<file path="src/rtl/csa_resolve_if.sv">
// Operand/result channel bundle for csa_resolve: carry-save pair in, binary result out.
// Both directions use valid/ready; the master side is the producer/consumer, the slave side is the resolver.
interface csa_resolve_if #(
  parameter int WIDTH = 64
);
  logic             in_vld;
  logic             in_rdy;
  logic [WIDTH-1:0] sum_dat;
  logic [WIDTH-1:0] carry_dat;
  logic             out_vld;
  logic             out_rdy;
  logic [WIDTH-1:0] result_dat;
  logic             overflow_dat;

  modport master (
    output in_vld, sum_dat, carry_dat, out_rdy,
    input  in_rdy, out_vld, result_dat, overflow_dat
  );

  modport slave (
    input  in_vld, sum_dat, carry_dat, out_rdy,
    output in_rdy, out_vld, result_dat, overflow_dat
  );
endinterface

</file>
<file path="src/rtl/csa_resolve.sv">
// Resolves a carry-save pair to binary one CHUNK slice per cycle: result valid N=WIDTH/CHUNK edges after accept.
// Holds the result until out_rdy; no new operand is taken until the result has been consumed.
module csa_resolve #(
  parameter int WIDTH = 64,
  parameter int CHUNK = 16
) (
  input  logic        clk,
  input  logic        rst,
  input  logic        flush_i,
  csa_resolve_if.slave bus
);

  localparam int N  = WIDTH / CHUNK;
  localparam int IW = (N > 1) ? $clog2(N) : 1;

  typedef enum logic [1:0] {IDLE, BUSY, DONE} state_t;

  state_t           state_q;
  logic [WIDTH-1:0] sum_q;
  logic [WIDTH-1:0] car_q;
  logic [WIDTH-1:0] res_q;
  logic [IW-1:0]    idx_q;
  logic             cy_q;
  logic             ovf_pend_q;
  logic             ovf_q;
  logic             out_vld_q;

  logic [CHUNK:0]   chunk_d;
  logic             last_chunk;

  // One short CHUNK-bit ripple per cycle; the carry-out chains into the next slice via cy_q.
  assign chunk_d = {1'b0, sum_q[idx_q*CHUNK +: CHUNK]}
                 + {1'b0, car_q[idx_q*CHUNK +: CHUNK]}
                 + {{CHUNK{1'b0}}, cy_q};

  assign last_chunk = (idx_q == IW'(N - 1));

  assign bus.in_rdy       = (state_q == IDLE) & ~flush_i;
  assign bus.out_vld      = out_vld_q;
  assign bus.result_dat   = res_q;
  assign bus.overflow_dat = ovf_q;

  always_ff @(posedge clk or posedge rst) begin
    if (rst) begin
      state_q    <= IDLE;
      sum_q      <= '0;
      car_q      <= '0;
      res_q      <= '0;
      idx_q      <= '0;
      cy_q       <= 1'b0;
      ovf_pend_q <= 1'b0;
      ovf_q      <= 1'b0;
      out_vld_q  <= 1'b0;
    end else if (flush_i) begin
      state_q   <= IDLE;
      res_q     <= '0;
      idx_q     <= '0;
      cy_q      <= 1'b0;
      ovf_q     <= 1'b0;
      out_vld_q <= 1'b0;
    end else begin
      case (state_q)
        IDLE: begin
          if (bus.in_vld) begin
            sum_q      <= bus.sum_dat;
            // Carry vector carries weight 2^(i+1); its top bit falls off the result and only feeds overflow.
            car_q      <= {bus.carry_dat[WIDTH-2:0], 1'b0};
            ovf_pend_q <= bus.carry_dat[WIDTH-1];
            res_q      <= '0;
            idx_q      <= '0;
            cy_q       <= 1'b0;
            state_q    <= BUSY;
          end
        end
        BUSY: begin
          res_q[idx_q*CHUNK +: CHUNK] <= chunk_d[CHUNK-1:0];
          cy_q                        <= chunk_d[CHUNK];
          idx_q                       <= idx_q + 1'b1;
          if (last_chunk) begin
            ovf_q     <= chunk_d[CHUNK] | ovf_pend_q;
            out_vld_q <= 1'b1;
            state_q   <= DONE;
          end
        end
        DONE: begin
          if (bus.out_rdy) begin
            out_vld_q <= 1'b0;
            state_q   <= IDLE;
          end
        end
        default: begin
          state_q <= IDLE;
        end
      endcase
    end
  end

endmodule

</file>
<file path="src/flat_wrapper.sv">
// flat-port wrapper written by rule: the top's interface ports become plain ports
module csa_resolve_flat 
#(
  parameter int WIDTH = 64,
  parameter int CHUNK = 16
)
  (clk, rst, flush_i, bus_in_vld, bus_sum_dat, bus_carry_dat, bus_out_rdy, bus_in_rdy, bus_out_vld, bus_result_dat, bus_overflow_dat);
  csa_resolve_if #(.WIDTH(WIDTH)) bus_i ();
  input  logic clk;
  input  logic rst;
  input  logic flush_i;
  input wire logic [$bits(bus_i.in_vld)-1:0] bus_in_vld;
  input wire logic [$bits(bus_i.sum_dat)-1:0] bus_sum_dat;
  input wire logic [$bits(bus_i.carry_dat)-1:0] bus_carry_dat;
  input wire logic [$bits(bus_i.out_rdy)-1:0] bus_out_rdy;
  output wire logic [$bits(bus_i.in_rdy)-1:0] bus_in_rdy;
  output wire logic [$bits(bus_i.out_vld)-1:0] bus_out_vld;
  output wire logic [$bits(bus_i.result_dat)-1:0] bus_result_dat;
  output wire logic [$bits(bus_i.overflow_dat)-1:0] bus_overflow_dat;
  assign bus_i.in_vld = bus_in_vld;
  assign bus_i.sum_dat = bus_sum_dat;
  assign bus_i.carry_dat = bus_carry_dat;
  assign bus_i.out_rdy = bus_out_rdy;
  assign bus_in_rdy = bus_i.in_rdy;
  assign bus_out_vld = bus_i.out_vld;
  assign bus_result_dat = bus_i.result_dat;
  assign bus_overflow_dat = bus_i.overflow_dat;
  csa_resolve #(.WIDTH(WIDTH), .CHUNK(CHUNK)) u_core (.clk(clk), .rst(rst), .flush_i(flush_i), .bus(bus_i));
endmodule
</file>
<file path="config.mk">
export PLATFORM = sky130hd
export DESIGN_NAME = csa_resolve_flat
export DESIGN_NICKNAME = d
export VERILOG_FILES = /design/src/rtl/csa_resolve_if.sv /design/src/rtl/csa_resolve.sv /design/src/flat_wrapper.sv
export SDC_FILE = /design/constraint.sdc
export NUM_CORES = 1
export LEC_CHECK = 0
export BUFFER_PORTS_ARGS = -buffer_cell sky130_fd_sc_hd__buf_4
export CORE_ASPECT_RATIO = 1.5
export CORE_MARGIN = 8
export CORE_UTILIZATION = 51
export CTS_BUF_LIST = sky130_fd_sc_hd__clkbuf_8
export CTS_CLUSTER_DIAMETER = 120
export DETAILED_ROUTE_END_ITERATION = 6
export HOLD_SLACK_MARGIN = 0.15
export PLACE_DENSITY = 0.79
export SLEW_MARGIN = 20
export SYNTH_ARGS = -nofsm -noshare
export SYNTH_HDL_FRONTEND = slang
export SYNTH_SLANG_ARGS = --single-unit
</file>
<file path="constraint.sdc">
create_clock -name clk -period 5.67 [get_ports clk]
set_input_delay 0.2835 -clock clk [delete_from_list [all_inputs] [get_ports clk]]
set_output_delay 0.2835 -clock clk [all_outputs]
set_load 0.02 [all_outputs]
</file>
Word-level counts from Yosys, hierarchy flattened
Cells that the tools add are included.
{"block": "classes", "reduce_logical": 10, "n_addsub": 4, "muxes": 22, "n_eq_ne": 6, "bitwise_logic": 3, "n_shift": 4}
{"cell": "$mux 64", "count": 2}
{"cell": "$pmux 64 s2", "count": 1}
{"cell": "$shiftx 64x7->16", "count": 2}
{"cell": "$bwmux 64", "count": 1}
{"cell": "$shift 16x34->64 const A", "count": 1}
{"cell": "$shiftx 16x34->64", "count": 1}
{"cell": "$neg 6->34", "count": 1}
{"cell": "$add 16x16->17", "count": 1}
{"cell": "$add 17x1->17", "count": 1}
{"cell": "$mux 2", "count": 6}
{"cell": "$reduce_and 3->1", "count": 3}
{"cell": "$mux 1", "count": 8}
{"cell": "$ne 3x3->1 const B", "count": 2}
{"cell": "$pmux 2 s3", "count": 1}
{"cell": "$reduce_bool 3->1", "count": 2}
{"cell": "$eq 2x2->1 const B", "count": 2}
{"cell": "$pmux 1 s2", "count": 2}
{"cell": "$pmux 2 s2", "count": 1}
{"cell": "$reduce_and 2->1", "count": 2}
{"cell": "$reduce_bool 2->1", "count": 2}
{"cell": "$ne 3x2->1 const B", "count": 1}
{"cell": "$add 2x1->2 const B", "count": 1}
{"cell": "$eq 2x1->1 const B", "count": 1}
{"cell": "$logic_not 2->1", "count": 1}
{"cell": "3 further kinds", "count": 3}
{"block": "word_totals", "output_inout_bits": 67, "regBits": 199, "inputBits": 133, "word_cells": 58}

Logic depth before layout (Yosys ltp)
{"block": "depth", "depth_word": 7, "depth_mapped": 14}

Least setup slack after synthesis
No wires, ideal clock.
{"block": "synth_timing", "path_type": "reg-to-reg", "start": "register u_core.idx_q[0]", "end": "register u_core.res_q[11] (netlist: u_core.bus.result_dat[11])", "arrival_ns": 3.234, "setup_ns": 0.121, "path_stages_with_launch": 11, "slack_ns": 2.315, "t_required_ns": 5.549, "cell_sequence": "dfrtp_1 clkbuf_1 buf_2 mux4_2 fa_1 a21o_1 a2111oi_4 nor2_2 a221oi_2 xnor2_1 a22o_1"}
{"block": "synth_between", "elab_chain_cells": 7}
{"item": "start, declared", "line_no": "csa_resolve.sv:22", "rtl": "logic [IW-1:0] idx_q;"}
{"item": "start signal, assigned", "line_no": "csa_resolve.sv:78", "rtl": "idx_q <= idx_q + 1'b1;"}
{"item": "$shiftx 64x7->16, on equally long branches", "line_no": "csa_resolve.sv:32, csa_resolve.sv:33"}
{"item": "$add 16x16->17", "line_no": "csa_resolve.sv:33", "rtl": "+ {1'b0, car_q[idx_q*CHUNK +: CHUNK]}"}
{"item": "$add 17x1->17", "line_no": "csa_resolve.sv:34", "rtl": "+ {{CHUNK{1'b0}}, cy_q};"}
{"item": "$shiftx 16x34->64", "line_no": "csa_resolve.sv:76", "rtl": "res_q[idx_q*CHUNK +: CHUNK] <= chunk_d[CHUNK-1:0];"}
{"item": "$bwmux 64 (*)", "line_no": "csa_resolve.sv:76"}
{"item": "$pmux 64 s2 (*)", "line_no": "csa_resolve.sv:62", "rtl": "case (state_q)"}
{"item": "$mux 64 (*)", "line_no": "csa_resolve.sv:54", "rtl": "end else if (flush_i) begin"}
{"item": "end signal, assigned by index", "line_no": "csa_resolve.sv:76"}
{"item": "end, declared", "line_no": "csa_resolve.sv:21", "rtl": "logic [WIDTH-1:0] res_q;"}
Mark *: on every way between the ends. The rest lies on a longest branch, timed or not.
A chain may end at the register's enable or synchronous reset.

Worst setup path after layout
{"block": "layout_timing", "start": "register u_core.idx_q[0]", "end": "register u_core.res_q[62] (netlist: u_core.bus.result_dat[62])"}
Same word-level chain as after synthesis.

==> reports/results.txt <==
Total Power: 4084 uW
clk_lat worst skew: 480 ps
Fin Hold WS: 252.5 ps
CTS Buf Count: 17
Max VDD drop: 0.0002106 V
Required @ worst endpoint: 6080 ps
skew final: 14.79 ps
critical path endpoint category: flip-flop
R2R Path Start: u_core.idx_q[0]
Reg2Reg Depth: 12
status: completed
DRC: 0
Inst Count DP: 1023
PwrDens: 327.8 nW/um^2
CTS max path bufs: 2
combinational share of power: 0.340
first-pass GRT wire length: 42480 um
Critical Path Slowest Stage Cell: dfrtp_2
FMAX: 0.2581 GHz
Main synth FF type: dfrtp_1
total gr overflow: 0
fin crit period: 3875 ps
RSZ-0062 raised after global routing: false
Post-Syn Instances: 641
Yosys warning count: 0
critical path fanouts, max: 28
wire per inst: 22.81 um
largest net degree at the start of global routing: 200
number of synthesized flops with an enable pin: 0
CP max stage delay: 680 ps
number of library cell types mapped by synthesis: 47
CP Launch Point: u_core.idx_q[0]
H-Tree Level Count: 4
critical path launch point type: flip-flop
CP endpoint: u_core.bus.result_dat[62]
layout cell share with drive strength beyond 1: 0.4297
r2r endpoint: u_core.bus.result_dat[62]
fin cells: 1193
TNS Setup: 0 ps
Area Growth Syn to Fin: 38.36%
Net Count, Synth: 795
vias in the first global route: 7672
met3 Usage GRT: 0.06067
Root Driver: clkbuf_8
filler instances: 1066
share of power burned in registers: 0.442
relative slew slack: 0.3861
endpoints failing setup: 0
R2R Setup Slk: 1800 ps
I/O pins: 200
clk slew on worst S/H paths: 100 ps
WS Path Type: flip-flop to flip-flop
Mean Syn Cell Area: 14.05 sq um
Slew @ Worst Pin: 920.8 ps
die height: 178.8 um
fin nets: 1116
pins over their slew limit: 0
Fin. Hold Viols: 0
switching share of power: 0.3450
setup repair bufs after CTS: 0
DPL Wire Length: 17340 um
Arr. time, crit path: 4290 ps
hold path cells: 4
clock power share: 0.219
Leak: 0.005613 uW
cell row count: 59
WL final: 27210 um
core area: 17350 sq um
register area share after synthesis: 0.5529
CTS tree: built
Port Buf Inserts: 199
first-pass iteration count of the detailed router: 5
Sw Pwr: 1409 uW
Die W: 124.5 um
P_int: 2675 uW
antenna viol nets, final: 0
post-synthesis cell area: 9006 sq um
most crowded layer after global routing: met2
DRC marker count from the first detailed-route iteration: 461
period utilization: 0.6833
CP cell instances: buf_4 > inv_1 > o21ai_0 > fa_1 > inv_1 > fa_1 > nand2b_1 > a21oi_1 > o21ai_0 > o211ai_1 > xor2_1 > a22o_1
final design utilization: 0.7183
die area: 22260 sq um
clock tree sinks: 199
maxcap violations: 0
GP Congestion: 0.8597
routed vias/inst: 5.723
worst hold path type: input port to flip-flop
met2 capacity usage during global routing: 0.4516
total number of vias: 6828
Initial Util: 0.5191
met1 usage: 0.2456
Global Route Usage Sum: 0.2460
initial antenna violation count: 5
Post-synth ARST share: 1.000
number of synthesized register bits: 199
[worst min-delay path by stage]
stage	startpoint	endpoint
after floorplan	bus_carry_dat[24]	u_core.car_q[25]
final	bus_in_vld	u_core.cy_q
after CTS	rst	u_core.bus.result_dat[29]
after global placement	u_core.bus.result_dat[49]	u_core.bus.result_dat[49]
after global routing	bus_in_vld	u_core.cy_q
after detailed placement	u_core.bus.result_dat[44]	u_core.bus.result_dat[44]
[layout by cell type, fill, tap and decap left out, types with 5 or more instances in the layout]
cell type	n
buf_4	206
dfrtp_1	197
dlygate4sd3_1	132
mux2_2	128
a22o_1	52
nand2_1	31
mux4_2	31
o21ai_0	23
a21oi_1	20
ha_1	19
clkbuf_8	18
xnor2_1	12
nor2_1	12
inv_1	9
diode_2	5
nand2b_1	5
nor2_2	5
a21o_1	5
[power by group through the flow]
stage               registers, uW  logic, uW  clock network, uW
floorplan                    1770        913                  0
global placement             1790       1270                  0
detailed placement           1810       1300                  0
CTS                          1780       1370                912
global route                 1820       1490                967
finish                       1800       1390                893
[metrics by stage]
stage	setup WS (ps)	instance area [sq um]
floorplan	2315	9010
global placement	1843	10700
detailed placement	1760	10710
CTS	1723	12410
global route	1503	12460
finish	1795	12460
[layout make-up]
class | count | area [sq um] | share of cell area
timing repair buffer | 340 | 2915 | 0.2340
antenna | 5 | 12.51 | 0.001004
sequential | 199 | 4982 | 0.3998
clock inverter | 14 | 140.1 | 0.01125
clock buffer | 18 | 247.7 | 0.01988
multi-input combinational | 394 | 3855 | 0.3094
inverter | 10 | 41.29 | 0.003314
tap | 213 | 266.5 | 0.02139
[synth_stat cells, drive strengths merged (3+ instances only)]
cell type    n  share of area
nand4        4         0.0028
a22o        52          0.051
mux2       128           0.16
nor3         4         0.0022
a21oi       20          0.011
nand3        4         0.0022
and3         3         0.0028
nor2        18         0.0078
inv         10         0.0042
buf         22          0.012
dfrtp      199           0.55
ha          19          0.026
xnor2       12          0.012
clkbuf      16         0.0067
nand2       31          0.013
a21o         5         0.0042
o21ai       24          0.014
mux4        31          0.078
nand2b       5         0.0035
[registers in the layout (all words and copies together) (netlist names)]
register / flops
u_core.state_q: 2
u_core.sum_q: 64
u_core.bus.result_dat: 64
u_core.car_q: 63
u_core.cy_q: 1
u_core.idx_q: 2
u_core.bus.out_vld: 1
u_core.bus.overflow_dat: 1
u_core.ovf_pend_q: 1
[repair_timing]
action / in CTS / in global routing
hold endpoints to repair: 133 / 87
resized for setup: 0 / 0
hold buffers: 131 / 1
[critical path, delay by kind of cell (launching register included)]
family                   cells  cell delay [ps]
AND/OR/NAND/NOR              1              180
flip-flops                   1              680
XOR/XNOR                     1              400
buffers and inverters        3              780
AO/OA/AOI/OAI                5             1100
adder cells (fa/ha/maj)      2              650
[kinds of logic (layout without fill, tap and decap cells)]
family / after synthesis / count (layout) / share of synthesized area
compound gates: 116 / 116 / 0.09531
xor+xnor: 14 / 14 / 0.01362
fa+ha+maj: 21 / 21 / 0.03084
buf+inv: 48 / 382 / 0.02306
flops: 199 / 199 / 0.5529
mux: 160 / 160 / 0.2387
other cells: 0 / 5 / 0
simple gates: 83 / 83 / 0.04557
[routing by layer]
| metal | wire length [um] | up-vias |
|---|---|---|
| li1 | - | 3021 |
| met3 | 1460 | 81 |
| met5 | 0 | - |
| met2 | 15000 | 279 |
| met4 | 1332 | 0 |
| met1 | 9413 | 3447 |
(Power assumes the default switching activity.)
